**config.mk**
```make
export PLATFORM = sky130hd
export DESIGN_NAME = cgb_pixel_mixer
export DESIGN_NICKNAME = d
export VERILOG_FILES = /design/src/rtl/cgb_pixel_mixer.sv
export SDC_FILE = /design/constraint.sdc
export NUM_CORES = 1
export LEC_CHECK = 0
export CAP_MARGIN = 40
export CORE_MARGIN = 2
export CORE_UTILIZATION = 45
export DETAILED_ROUTE_END_ITERATION = 7
export GPL_TIMING_DRIVEN = 1
export HOLD_SLACK_MARGIN = 0.1
export PLACE_DENSITY = 0.8
export SLEW_MARGIN = 20
export SYNTH_ARGS = -nofsm -noshare
export SYNTH_HDL_FRONTEND = slang
export SYNTH_SLANG_ARGS = --single-unit
```
**constraint.sdc**
```tcl
create_clock -name I_CLK -period 3.5 [get_ports I_CLK]
set_clock_uncertainty 0.1 [all_clocks]
set_input_delay 0.525 -clock I_CLK [delete_from_list [all_inputs] [get_ports I_CLK]]
set_output_delay 0.525 -clock I_CLK [all_outputs]
set_load 0.1 [all_outputs]
```
**src/rtl/cgb_pixel_mixer.sv**
```systemverilog
// CGB per-pixel BG/sprite mixer: priority arbitration, palette lookup, BGR555->RGB888,
// X tracking and a small output FIFO with valid/ready toward the LCD writer.
module cgb_pixel_mixer #(
   parameter int LINE_WIDTH = 160,
   parameter int FIFO_DEPTH = 4
) (
   input  logic        I_CLK,
   input  logic        I_RESET,
   input  logic        I_PIX_VALID,
   output logic        O_PIX_READY,
   input  logic [2:0]  I_BG_PAL,
   input  logic [1:0]  I_BG_IDX,
   input  logic        I_BG_PRIO,
   input  logic        I_SPR_VALID,
   input  logic [2:0]  I_SPR_PAL,
   input  logic [1:0]  I_SPR_IDX,
   input  logic        I_SPR_BEHIND,
   input  logic        I_MASTER_PRIO,
   input  logic        I_LINE_START,
   output logic [2:0]  O_BGPAL_SEL,
   output logic [1:0]  O_BGPAL_INDEX,
   output logic [2:0]  O_SPRPAL_SEL,
   output logic [1:0]  O_SPRPAL_INDEX,
   input  logic [15:0] I_BGPAL_COLOR,
   input  logic [15:0] I_SPRPAL_COLOR,
   output logic        O_PIX_VALID,
   input  logic        I_PIX_READY,
   output logic [23:0] O_PIX_RGB,
   output logic [7:0]  O_PIX_X,
   output logic        O_PIX_LINE_END
);

   localparam int AW = (FIFO_DEPTH > 1) ? $clog2(FIFO_DEPTH) : 1;
   localparam logic [7:0] X_LAST = 8'(LINE_WIDTH - 1);

   // Colour file word has the even byte on top; swap back before splitting the fields.
   function automatic logic [23:0] bgr555_to_rgb888(input logic [15:0] raw);
      logic [4:0] r5;
      logic [4:0] g5;
      logic [4:0] b5;
      r5 = raw[12:8];
      g5 = {raw[1:0], raw[15:13]};
      b5 = raw[6:2];
      return {r5, r5[4:2], g5, g5[4:2], b5, b5[4:2]};
   endfunction

   logic          s1_valid_r;
   logic [2:0]    s1_bg_pal_r;
   logic [1:0]    s1_bg_idx_r;
   logic          s1_bg_prio_r;
   logic          s1_spr_valid_r;
   logic [2:0]    s1_spr_pal_r;
   logic [1:0]    s1_spr_idx_r;
   logic          s1_spr_behind_r;
   logic [7:0]    s1_x_r;
   logic          s1_line_end_r;
   logic [7:0]    x_r;

   logic [23:0]   fifo_rgb_r [FIFO_DEPTH];
   logic [7:0]    fifo_x_r   [FIFO_DEPTH];
   logic          fifo_le_r  [FIFO_DEPTH];
   logic [AW-1:0] wr_ptr_r;
   logic [AW-1:0] rd_ptr_r;
   logic [AW:0]   count_r;

   logic          accept_s;
   logic          push_s;
   logic          pop_s;
   logic          spr_win_s;
   logic [23:0]   rgb_s;
   logic [7:0]    px_s;
   logic [AW+1:0] occupancy_s;

   assign occupancy_s = {1'b0, count_r} + {{(AW+1){1'b0}}, s1_valid_r};
   assign O_PIX_READY = (occupancy_s < (AW+2)'(FIFO_DEPTH));
   assign accept_s    = I_PIX_VALID && O_PIX_READY;
   assign push_s      = s1_valid_r;
   assign pop_s       = (count_r != '0) && I_PIX_READY;

   assign O_BGPAL_SEL    = s1_bg_pal_r;
   assign O_BGPAL_INDEX  = s1_bg_idx_r;
   assign O_SPRPAL_SEL   = s1_spr_pal_r;
   assign O_SPRPAL_INDEX = s1_spr_idx_r;

   assign O_PIX_VALID    = (count_r != '0);
   assign O_PIX_RGB      = fifo_rgb_r[rd_ptr_r];
   assign O_PIX_X        = fifo_x_r[rd_ptr_r];
   assign O_PIX_LINE_END = fifo_le_r[rd_ptr_r];

   // X of the pixel being accepted; a line-start pulse forces it to column 0.
   always_comb begin
      px_s = x_r;
      if (I_LINE_START) begin
         px_s = 8'd0;
      end else begin
         px_s = x_r;
      end
   end

   // BG/sprite arbitration and colour conversion for the pixel held in S1.
   always_comb begin
      spr_win_s = s1_spr_valid_r && (s1_spr_idx_r != 2'd0) &&
                  (!I_MASTER_PRIO || (s1_bg_idx_r == 2'd0) || (!s1_bg_prio_r && !s1_spr_behind_r));
      rgb_s = 24'd0;
      if (spr_win_s) begin
         rgb_s = bgr555_to_rgb888(I_SPRPAL_COLOR);
      end else begin
         rgb_s = bgr555_to_rgb888(I_BGPAL_COLOR);
      end
   end

   // Input stage S1 and the scanline X counter.
   always_ff @(posedge I_CLK) begin
      if (I_RESET) begin
         s1_valid_r      <= 1'b0;
         s1_bg_pal_r     <= 3'd0;
         s1_bg_idx_r     <= 2'd0;
         s1_bg_prio_r    <= 1'b0;
         s1_spr_valid_r  <= 1'b0;
         s1_spr_pal_r    <= 3'd0;
         s1_spr_idx_r    <= 2'd0;
         s1_spr_behind_r <= 1'b0;
         s1_x_r          <= 8'd0;
         s1_line_end_r   <= 1'b0;
         x_r             <= 8'd0;
      end else if (accept_s) begin
         s1_valid_r      <= 1'b1;
         s1_bg_pal_r     <= I_BG_PAL;
         s1_bg_idx_r     <= I_BG_IDX;
         s1_bg_prio_r    <= I_BG_PRIO;
         s1_spr_valid_r  <= I_SPR_VALID;
         s1_spr_pal_r    <= I_SPR_PAL;
         s1_spr_idx_r    <= I_SPR_IDX;
         s1_spr_behind_r <= I_SPR_BEHIND;
         s1_x_r          <= px_s;
         s1_line_end_r   <= (px_s == X_LAST);
         x_r             <= (px_s == X_LAST) ? 8'd0 : px_s + 8'd1;
      end else begin
         s1_valid_r <= 1'b0;
         if (I_LINE_START) begin
            x_r <= 8'd0;
         end else begin
            x_r <= x_r;
         end
      end
   end

   // Output FIFO: circular buffer; S1 always has a free slot thanks to the ready rule.
   always_ff @(posedge I_CLK) begin
      if (I_RESET) begin
         wr_ptr_r <= '0;
         rd_ptr_r <= '0;
         count_r  <= '0;
         for (int i = 0; i < FIFO_DEPTH; i++) begin
            fifo_rgb_r[i] <= 24'd0;
            fifo_x_r[i]   <= 8'd0;
            fifo_le_r[i]  <= 1'b0;
         end
      end else begin
         if (push_s) begin
            fifo_rgb_r[wr_ptr_r] <= rgb_s;
            fifo_x_r[wr_ptr_r]   <= s1_x_r;
            fifo_le_r[wr_ptr_r]  <= s1_line_end_r;
            wr_ptr_r             <= wr_ptr_r + {{(AW-1){1'b0}}, 1'b1};
         end
         if (pop_s) begin
            rd_ptr_r <= rd_ptr_r + {{(AW-1){1'b0}}, 1'b1};
         end
         case ({push_s, pop_s})
            2'b10:   count_r <= count_r + {{AW{1'b0}}, 1'b1};
            2'b01:   count_r <= count_r - {{AW{1'b0}}, 1'b1};
            default: count_r <= count_r;
         endcase
      end
   end

endmodule

```
# After elaboration in Yosys (flattened, before gate mapping)
# Memory sizes are Yosys's and may differ from the RTL's. A register that Yosys moved wholly into a read port is not among the register bits.
# Cells that the tools add are included.
# Widths: inputs -> output; s select.
# totals
register_bits	38
mem_bits_rw	132
input_bits	51
output_inout_bits	45
word_cells	70
mem_count	3
# op_classes
addsub	6
n_lt_le_gt_ge	1
eq_ne	3
n_mux	26
reduce_logical	17
# memory_table
memory	words	word_bits	rd	rd_ports_with_merged_regs	write_ports	line_no	source
fifo_rgb_r	4	24	1	1	4	59	logic [23:0] fifo_rgb_r [FIFO_DEPTH];
fifo_x_r	4	8	1	1	4	60	logic [7:0] fifo_x_r [FIFO_DEPTH];
fifo_le_r	4	1	1	1	4	61	logic fifo_le_r [FIFO_DEPTH];
# op_table
cell	n
$mux 24	2
$mux 8	4
$reduce_or 24->1	1
$mux 2	9
$mux 1	10
$add 8x1->8 const B	1
$eq 8x8->1 const B	1
$reduce_or 8->1	1
$pmux 3 s2	1
$logic_and 1x1->1	5
$add 2x1->2 const B	2
$add 3x1->4	1
$lt 4x3->1 const B	1
$reduce_bool 2->1	2
$add 3x1->3 const B	1
$logic_not 1->1	3
$reduce_bool 3->1	1
$sub 3x1->3 const B	1
$eq 2x1->1 const B	1
$eq 2x2->1 const B	1
$logic_not 2->1	1
$logic_or 1x1->1	2
$reduce_or 1->1	1

# Longest topological paths before layout
# Gate-level depths: netlist of the first run.
# depth
word_depth	6
mapped_depth	7

# Worst setup path after synthesis of the first run
# Ideal clock, no wire load.
# synth_path
path_type	reg-to-reg
startpoint	register count_r[1]
endpoint	register x_r[0]
setup_time_ps	70
arrival_ps	3094
t_required_ps	3330
slack_ps	235
stages_incl_launch_ff	5
path_buffers	0
path_cell_list	dfxtp_1 -> a31oi_1 -> nand2_1 -> or3_1 -> a21oi_1
# synth_via
elab_chain_len	4
# synth_lines
element	line_no	source
start, declared	64	logic [AW:0] count_r;
start signal, assigned	170	2'b10: count_r <= count_r + {{AW{1'b0}}, 1'b1};
start signal, assigned	171	2'b01: count_r <= count_r - {{AW{1'b0}}, 1'b1};
start signal, assigned	172	default: count_r <= count_r;
$add 3x1->4	74	assign occupancy_s = {1'b0, count_r} + {{(AW+1){1'b0}}, s1_valid_r};
$lt 4x3->1	75	assign O_PIX_READY = (occupancy_s < (AW+2)'(FIFO_DEPTH));
via O_PIX_READY	10	output logic O_PIX_READY,
$logic_and 1x1->1	76	assign accept_s = I_PIX_VALID && O_PIX_READY;
$mux 8	126	end else if (accept_s) begin
end signal, assigned	137	x_r <= (px_s == X_LAST) ? 8'd0 : px_s + 8'd1;
end signal, assigned	143	x_r <= x_r;
end, declared	57	logic [7:0] x_r;
# The timed path passes the listed nets, and every way through them passes these cells.
# A chain may end at the register's enable or synchronous reset.

==> metrics.yaml, run 1 <==
setup_path:
  worst_path_max_delay_cell: "mux4_2"
  criticalPathCategory: "reg2out"
  crit_fanout: 10
  worst_setup_path_start_kind: "register"
  cp_top_family: "multiplexers"
  cp.arrival_ns: 2.12
  cpPeakStageDelay_ns: 0.58
  path_cells: "buf_4, mux4_2, buf_4"
  crit_required_ns: 2.87
  cpMostUsedCell: "buf_4"
  endpoint_kind: "output pin"
  critPathBufInv: 2
final_layout:
  drive_above_1_share: 0.217
  finalNonFillerCells: 744
  final_common_cell: "edfxtp_1"
  final_nets: 614
  areaGrowthSynthToFinish_pct: 29.3
  most-common-layout-cells: "96 x edfxtp_1, 72 x nor2_1, 59 x clkdlybuf4s50_1, 48 x buf_4, 47 x nand2_1"
  n_antenna_cell: 0
  design_area_sq_mm: 0.00765
  post-route-util: 0.601
clock_tree:
  cts_resized: 0
  cts_tree: "built"
  post-cts-setup-buffers: 0
  cts.sinks: 136
  clkLatencyLatePin_ns: 0.41
  cts_max_level: 4
  cts_made_buffers: 17
  hold_buffers: 0
  cts.clk_slew.worst_paths_ns: 0.05
  cts_root_buf: "clkbuf_16"
  clockBufferDepth: 2
sta:
  setup_violations: 0
  slew_viol_final: 0
  worst_pin_slew_ns: 0.757
  timing.slew.headroom: 0.495
  min_period_ns: 2.74
  hold_viol: 0
  setup_tns_ns: 0
  fin_crit_sh: 0.784
  max_freq_mhz: 364
  rsz0062_at_grt: "no"
synthesis:
  synth_edf_count: 96
  synthXorXnorAreaFrac: 0.0178
  ys_async_sr_fraction: 0
  synth-adder-area-share: 0.00762
  synth_area_per_cell_sq_um: 13.0
  syn-num-nets: 509
  syn_area_sq_mm: 0.00591
  ys_types: 42
  synth-compound-area-share: 0.0381
  synth_top_family_by_area: "simple AND/OR/NAND/NOR gates"
  synth_simple_gate_area_frac: 0.161
  synthFlopType: "edfxtp_1"
  ys.warnings.count: 0
  ys_seq_elements: 136
  synth.mux.area_fraction: 0.118
  seq_area_frac_synth: 0.623
  synth_cells: 455
routing:
  dr_total_vias: 3900
  wirelength_um: 12600
  drc_errors: 0
  avgViaCountPerCell: 5.24
  drt-initial-drc-count: 254
  wl_per_cell_um: 16.9
  ant_nets: 0
  drt-pass1-iter-count: 4
floorplan:
  row_count: 41
  die_h_um: 119
  core-area_sq_mm: 0.0127
  die_area_sq_mm: 0.0141
  num_io_pins: 96
  initial_core_util: 0.465
  die_w_um: 119
power_and_ir_drop:
  power.leakage_nw: 2.96
  vdd_drop_max_mv: 0.744
  powerDensity_mw_per_mm2: 728
  power.total_mw: 5.57
placement:
  dpl.hpwl_um: 8160
  port_buffers: 93
  postPlaceCellArea_sq_mm: 0.00713
  dp.cells: 713
  routabilityCongestion: 0.745
outcome:
  status: "complete, no violations"
global_routing:
  grt_first_pass_wirelength_um: 20100
  grt_max_degree: 46
  antenna_found_initial: 0
  grt_pass1_vias: 4046
  overflow: 0
  grt_usage: 0.185
min_path:
  hp-class: "reg2reg"
job:
  cap_violations: 0
==> cell type report <==
type                    count  area, sq um
repair buffers            121         1190
fillers                  1037         5070
clock inverters            11         83.8
inverters                   4         15.0
well taps                 172          215
multi-input cells         280         2030
clock buffers              20          437
flip-flops and latches    136         3680
==> stage by stage <==
step	worst slack (ns)	hold WS, ns
4_1_cts	0.726	0.355
5_1_grt	0.654	0.388
3_5_place_dp	0.725	0.351
2_1_floorplan	0.235	0.336
6_report	0.755	0.353
3_3_place_gp	0.770	0.342
==> registers in the layout (all words and copies together), names as in the netlist, 3 cells and up, named ones only <==
register / count
O_SPRPAL_SEL: 3
O_BGPAL_SEL: 3
fifo_x_r: 32
fifo_le_r: 4
fifo_rgb_r: 60
count_r: 3
s1_x_r: 8
x_r: 8
==> worst paths after layout <==
kind	start	to	slack, ns	cells after the start
max reg2reg	push_s	fifo_x_r[0][3]	1.29	5
max	register	O_PIX_RGB[22]	0.76	3
min	O_BGPAL_SEL[1]	O_BGPAL_SEL[1]	0.35	2
min reg2reg	O_BGPAL_SEL[1]	O_BGPAL_SEL[1]	0.35	2
==> worst reg2reg max path: stages (launching register included) <==
cell      delay (ns)
dfxtp_1         0.48
nand2b_1        0.18
or3_1           0.33
buf_4           0.21
nand2b_1        0.38
buf_12          0.24
==> power breakdown <==
group          total [mW]  switching, mW  leakage [nW]  internal (mW)
sequential           1.93         0.0901          1.32           1.84
clock                1.58          0.620         0.258          0.958
combinational        2.07           1.49          1.38          0.581
total                5.57           2.20          2.96           3.37
==> cell usage after synthesis, types with 2 or more instances <==
cell | n | share of area
nor2b_1 | 4 | 0.0042
a2111oi_2 | 2 | 0.0051
nor3_1 | 4 | 0.0034
xor2_1 | 5 | 0.0074
mux2i_1 | 16 | 0.027
ha_1 | 2 | 0.0042
xnor2_1 | 7 | 0.010
nand3b_1 | 5 | 0.0063
a21oi_1 | 25 | 0.021
dfxtp_1 | 40 | 0.14
or3_1 | 6 | 0.0063
nand2_1 | 47 | 0.030
buf_1 | 3 | 0.0019
and2_1 | 28 | 0.030
nand2b_1 | 5 | 0.0053
buf_4 | 12 | 0.015
nor2_1 | 72 | 0.046
mux4_2 | 24 | 0.091
and3_1 | 9 | 0.0095
buf_2 | 9 | 0.0076
clkbuf_1 | 10 | 0.0063
nor4_4 | 2 | 0.0072
inv_1 | 4 | 0.0025
edfxtp_1 | 96 | 0.49
==> kinds of logic after synthesis <==
kind of cell / Yosys count
adder cells (fa/ha/maj): 3
AND/OR/NAND/NOR: 190
multiplexers: 40
AO/OA/AOI/OAI: 35
buffers and inverters: 39
flip-flops: 136
XOR/XNOR: 12
==> metal layers <==
layer	GRT usage	vias up	part of all wire
li1	-	1829	-
met1	0.212	1921	0.42
met2	0.328	139	0.52
met3	0.0594	11	0.058
met4	0.0543	0	0.0075
met5	0	-	0
No activity file was read; power rests on OpenSTA's default activity.
==> run 2, diff against run 1 <==
Settings changed: PLACE_DENSITY 0.8 to 0.83.
Clock period 3.5 ns to 2.5 ns, I/O delays scaled along.
==> run 2 against run 1 <==
  * Final area increased by 4.6%
  * Core utilization increased by 2.8 points
  * Clock power increased by 54%
  * Wire length increased by 2.3%
  * Sequential power increased by 38%
  * Clock-buffer cell count decreased by 1
  * Non-clock buffer count decreased by 4
==> metrics.yaml, run 2 (synthesized netlist as in run 1, its figures left out) <==
final_layout:
  largest_register_ff_count: 60  # unchanged
  areaGrowthSynthToFinish_pct: 35.3
  register_area_sq_mm: 0.00369  # about the same
  final_nets: 610  # -0.65%
  multi_input_area_sq_mm: 0.00203  # +0.31%
  final_common_cell: "edfxtp_1"
  top_regs: "fifo_rgb_r x60, fifo_x_r x32"
  n_antenna_cell: 0  # unchanged
  fillers: 950  # -8.4%
  most-common-layout-cells: "96 x edfxtp_1, 72 x nor2_1, 48 x clkdlybuf4s50_1, 47 x nand2_1"
  drive_above_1_share: 0.241  # +0.0240
  finalNonFillerCells: 741  # -0.40%
  top_register: "fifo_rgb_r"
global_routing:
  grt_first_pass_wirelength_um: 21300  # +5.9%
  grt_max_degree: 32  # -30%
  grt_pass1_vias: 4236  # +4.7%
  antenna_found_initial: 0  # unchanged
  grt_usage: 0.196  # +0.0112
  overflow: 0  # unchanged
sta:
  fin_crit_sh: 0.916
  worst_pin_slew_ns: 0.609  # -0.148 ns
  min_period_ns: 2.29
  setup_violations: 0  # unchanged
  hold_viol: 0  # unchanged
  max_freq_mhz: 437
  timing.slew.headroom: 0.592  # +0.0970
  setup_tns_ns: 0  # unchanged
  rsz0062_at_grt: "no"
  slew_viol_final: 0  # unchanged
floorplan:
  core-area_sq_mm: 0.0127  # unchanged
  num_io_pins: 96  # unchanged
  initial_core_util: 0.465  # unchanged
  die_area_sq_mm: 0.0141  # unchanged
  die_h_um: 119  # unchanged
  die_w_um: 119  # unchanged
  row_count: 41  # unchanged
setup_path:
  endpoint_kind: "output pin"
  cp.arrival_ns: 1.81  # -0.31 ns
  criticalPathCategory: "reg2out"
  reg2regPathDepth: 7  # +2
  worst_setup_path_start_kind: "register"
  crit_required_ns: 2.03  # -0.84 ns
  crit_fanout: 24  # +14
job:
  cap_violations: 0  # unchanged
routing:
  ant_nets: 0  # unchanged
  drt-initial-drc-count: 244  # -3.9%
  avgViaCountPerCell: 5.28  # +0.77%
  drt-pass1-iter-count: 5  # +1
  wirelength_um: 12900  # +2.3%
  drc_errors: 0  # unchanged
  dr_total_vias: 3914  # +0.36%
  wl_per_cell_um: 17.4  # +2.7%
min_path:
  min_path_cells: 2  # unchanged
  hp-class: "reg2reg"
clock_tree:
  cts.sinks: 136  # unchanged
  cts_root_buf: "clkbuf_16"
  clockBufferDepth: 2  # unchanged
  clkLatencyLatePin_ns: 0.41  # about the same
  cts_resized: 0  # unchanged
  cts_max_level: 4  # unchanged
  post-cts-setup-buffers: 0  # unchanged
  cts_made_buffers: 17  # unchanged
  hold_buffers: 0  # unchanged
  cts.clk_slew.worst_paths_ns: 0.06  # about the same
  cts_tree: "built"
placement:
  dpl.hpwl_um: 8640  # +5.9%
  port_buffers: 93  # unchanged
  routabilityCongestion: 0.780  # +4.7%
  dp.cells: 709  # -0.56%
power_and_ir_drop:
  power.leakage_nw: 3.08  # +4.0%
  vdd_drop_max_mv: 0.778  # +4.6%
  powerDensity_mw_per_mm2: 1060  # +45%
outcome:
  status: "complete, no violations"
run 2: where the power goes:
part	switching, mW	total (mW)	internal [mW]	leakage [nW]
logic	2.20	3.38	1.18	1.49
clock network	0.958	2.44	1.48	0.267
registers	0.0930	2.66	2.57	1.33
total	3.25	8.48	5.23	3.08
run 2: final timing paths:
kind,slack (ns),to,start
worst min-delay path,0.37,O_BGPAL_SEL[2],O_BGPAL_SEL[2]
worst max register to register,0.47,count_r[2],count_r[0]
worst min register to register,0.37,O_BGPAL_SEL[2],O_BGPAL_SEL[2]
worst max-delay path,0.21,O_PIX_RGB[2],register
run 2: through the flow:
step / power [mW] / cell area [sq um] / hold WS (ns) / utilization / setup slack, ns
2_1_floorplan: 5.00 / 5920 / 0.336 / - / 0.0357
3_3_place_gp: 6.05 / 7410 / 0.344 / 0.583 / 0.174
3_5_place_dp: 6.11 / 7420 / 0.358 / 0.583 / 0.112
4_1_cts: 8.53 / 8000 / 0.367 / 0.629 / 0.180
5_1_grt: 8.76 / 8000 / 0.390 / 0.629 / 0.140
6_report: 8.48 / 8000 / 0.365 / 0.629 / 0.211
run 2: area by class of cell:
| type | instances | area share |
|---|---|---|
| inverter | 4 | 0.00188 |
| multi-input combinational | 280 | 0.254 |
| clock buffer | 19 | 0.0541 |
| timing repair buffer | 117 | 0.184 |
| clock inverter | 13 | 0.0183 |
| tap | 172 | 0.0269 |
| sequential | 136 | 0.461 |
run 2: routing by layer:
metal  track usage  vias up  share of wire
met1         0.232     1911           0.39
met5             0        -              0
li1              -     1827              -
met3        0.0618       15          0.076
met2         0.342      161           0.53
met4        0.0558        0         0.0095
run 2: worst max-delay path, stage by stage (launching register included):
cell	delay, ns
dfxtp_2	0.34
buf_12	0.22
mux4_2	0.62
buf_12	0.21
==> run 3, diff against run 2 <==
Settings changed: TNS_END_PERCENT set to 10.
==> run 3 against run 2 <==
  * Clock power rose by 7%
  * Worst hold slack lost 0.0078 ns
  * Combinational power about the same
  * Die area unchanged
==> metrics.yaml, run 3 (synthesized netlist as in run 1, its figures left out) <==
outcome:
  status: "complete, no violations"
routing:
  wirelength_um: 12300  # -4.7%
  drt-initial-drc-count: 210  # -14%
  drt-pass1-iter-count: 5  # unchanged
  dr_total_vias: 3825  # -2.3%
  avgViaCountPerCell: 5.16  # -2.3%
  ant_nets: 0  # unchanged
  drc_errors: 0  # unchanged
  wl_per_cell_um: 16.6  # -4.7%
setup_path:
  cpPeakStageDelay_ns: 0.61  # about the same
  worst_setup_path_start_kind: "register"
  endpoint_kind: "output pin"
  crit_required_ns: 2.03  # about the same
  reg2reg_slack_ns: 0.48  # about the same
  cp.arrival_ns: 1.80  # about the same
  reg2regPathDepth: 7  # unchanged
  r2r-start: "count_r[0]"
  cpMostUsedCell: "buf_12"
  worst_path_max_delay_cell: "mux4_2"
  criticalPathCategory: "reg2out"
  path_cells: "buf_12, mux4_2, buf_12"
  timing.rr.end: "count_r[2]"
  crit_fanout: 24  # unchanged
clock_tree:
  post-cts-setup-buffers: 0  # unchanged
  cts_root_buf: "clkbuf_16"
  cts_made_buffers: 17  # unchanged
  cts_resized: 0  # unchanged
  cts.sinks: 136  # unchanged
  cts_tree: "built"
  clkLatencyLatePin_ns: 0.42  # about the same
  hold_buffers: 0  # unchanged
  cts.clk_slew.worst_paths_ns: 0.06  # about the same
  cts_max_level: 4  # unchanged
  clockBufferDepth: 2  # unchanged
job:
  cap_violations: 0  # unchanged
final_layout:
  register_area_sq_mm: 0.00368  # about the same
  areaGrowthSynthToFinish_pct: 35.9
  multi_input_area_sq_mm: 0.00203  # unchanged
  top_register: "fifo_rgb_r"
  final_nets: 610  # unchanged
  fillers: 961  # +1.2%
  largest_register_ff_count: 60  # unchanged
  n_antenna_cell: 0  # unchanged
  most-common-layout-cells: "96 x edfxtp_1, 72 x nor2_1, 48 x clkdlybuf4s50_1, 47 x nand2_1, 39 x dfxtp_1"
  final_common_cell: "edfxtp_1"
  top_regs: "fifo_rgb_r x60, fifo_x_r x32"
  design_area_sq_mm: 0.00803  # +0.44%
  drive_above_1_share: 0.241  # unchanged
floorplan:
  core-area_sq_mm: 0.0127  # unchanged
  initial_core_util: 0.465  # unchanged
  die_area_sq_mm: 0.0141  # unchanged
  num_io_pins: 96  # unchanged
  die_w_um: 119  # unchanged
  row_count: 41  # unchanged
  die_h_um: 119  # unchanged
placement:
  port_buffers: 93  # unchanged
  routabilityCongestion: 0.755  # -3.2%
  dpl.hpwl_um: 8250  # -4.6%
  postPlaceCellArea_sq_mm: 0.00741  # -0.19%
min_path:
  hp-class: "reg2reg"
  hold_end: "O_SPRPAL_SEL[2]"
  min_from: "O_SPRPAL_SEL[2]"
  min_path_cells: 2  # unchanged
sta:
  setup_tns_ns: 0  # unchanged
  timing.slew.headroom: 0.569  # -0.0231
  worst_pin_slew_ns: 0.644  # +0.0346 ns
  fin_crit_sh: 0.912  # -0.00384
  slew_viol_final: 0  # unchanged
  setup_violations: 0  # unchanged
  rsz0062_at_grt: "no"
  hold_viol: 0  # unchanged
  max_freq_mhz: 439  # +0.42%
  min_period_ns: 2.28  # -0.00959 ns
global_routing:
  grt_first_pass_wirelength_um: 20100  # -5.7%
  antenna_found_initial: 0  # unchanged
  grt_pass1_vias: 4017  # -5.2%
  grt_usage: 0.184  # -0.0118
  overflow: 0  # unchanged
  grt_max_degree: 47  # +47%
power_and_ir_drop:
  vdd_drop_max_mv: 0.940  # +21%
  power.leakage_nw: 3.10  # +0.56%
  powerDensity_mw_per_mm2: 1070  # +1.4%
-- run 3: worst max-delay path by stage --
stage          cells past startpoint  slack [ns]                 to             start
5_1_grt                            3        0.16      O_PIX_RGB[17]          register
6_report                           3        0.22      O_PIX_RGB[22]          register
4_1_cts                            3        0.20      O_PIX_RGB[22]          register
3_3_place_gp                       8        0.17         count_r[2]       I_PIX_READY
2_1_floorplan                      5       -0.01  fifo_rgb_r[1][12]  O_BGPAL_INDEX[1]
3_5_place_dp                       8        0.13         count_r[2]       I_PIX_READY
-- run 3: power breakdown --
part	internal (mW)	total (mW)	switching, mW
Clock	1.67	2.62	0.942
Combinational	1.18	3.36	2.18
Sequential	2.57	2.66	0.0917
-- run 3: per-stage QoR --
stage / cells / setup WS, ns / power [mW] / utilization / hold WS, ns
2_1_floorplan: 455 / -0.0147 / 5.00 / - / 0.336
3_3_place_gp: 708 / 0.170 / 6.05 / 0.582 / 0.343
3_5_place_dp: 709 / 0.128 / 6.09 / 0.582 / 0.352
4_1_cts: 741 / 0.197 / 8.70 / 0.631 / 0.362
5_1_grt: 741 / 0.160 / 8.91 / 0.631 / 0.382
6_report: 741 / 0.221 / 8.63 / 0.631 / 0.357
-- run 3: layout make-up --
type,count,share of cell area
multi-input cells,280,0.253
well taps,172,0.0268
repair buffers,117,0.182
flip-flops and latches,136,0.459
clock buffers,18,0.0534
inverters,4,0.00187
clock inverters,14,0.0248
-- run 3: layer usage --
layer	track usage	wire length, um	vias up	part of all wire
li1	-	-	1824	-
met1	0.217	4980	1853	0.41
met2	0.320	6410	138	0.52
met3	0.0565	792	10	0.064
met4	0.0595	105	0	0.0085
met5	0	0	-	0
-- run 3: critical path: cells and delay by family, from the launching register on --
kind / cells / cell delay (ns)
DFF: 1 / 0.34
buffers and inverters: 2 / 0.42
muxes: 1 / 0.61
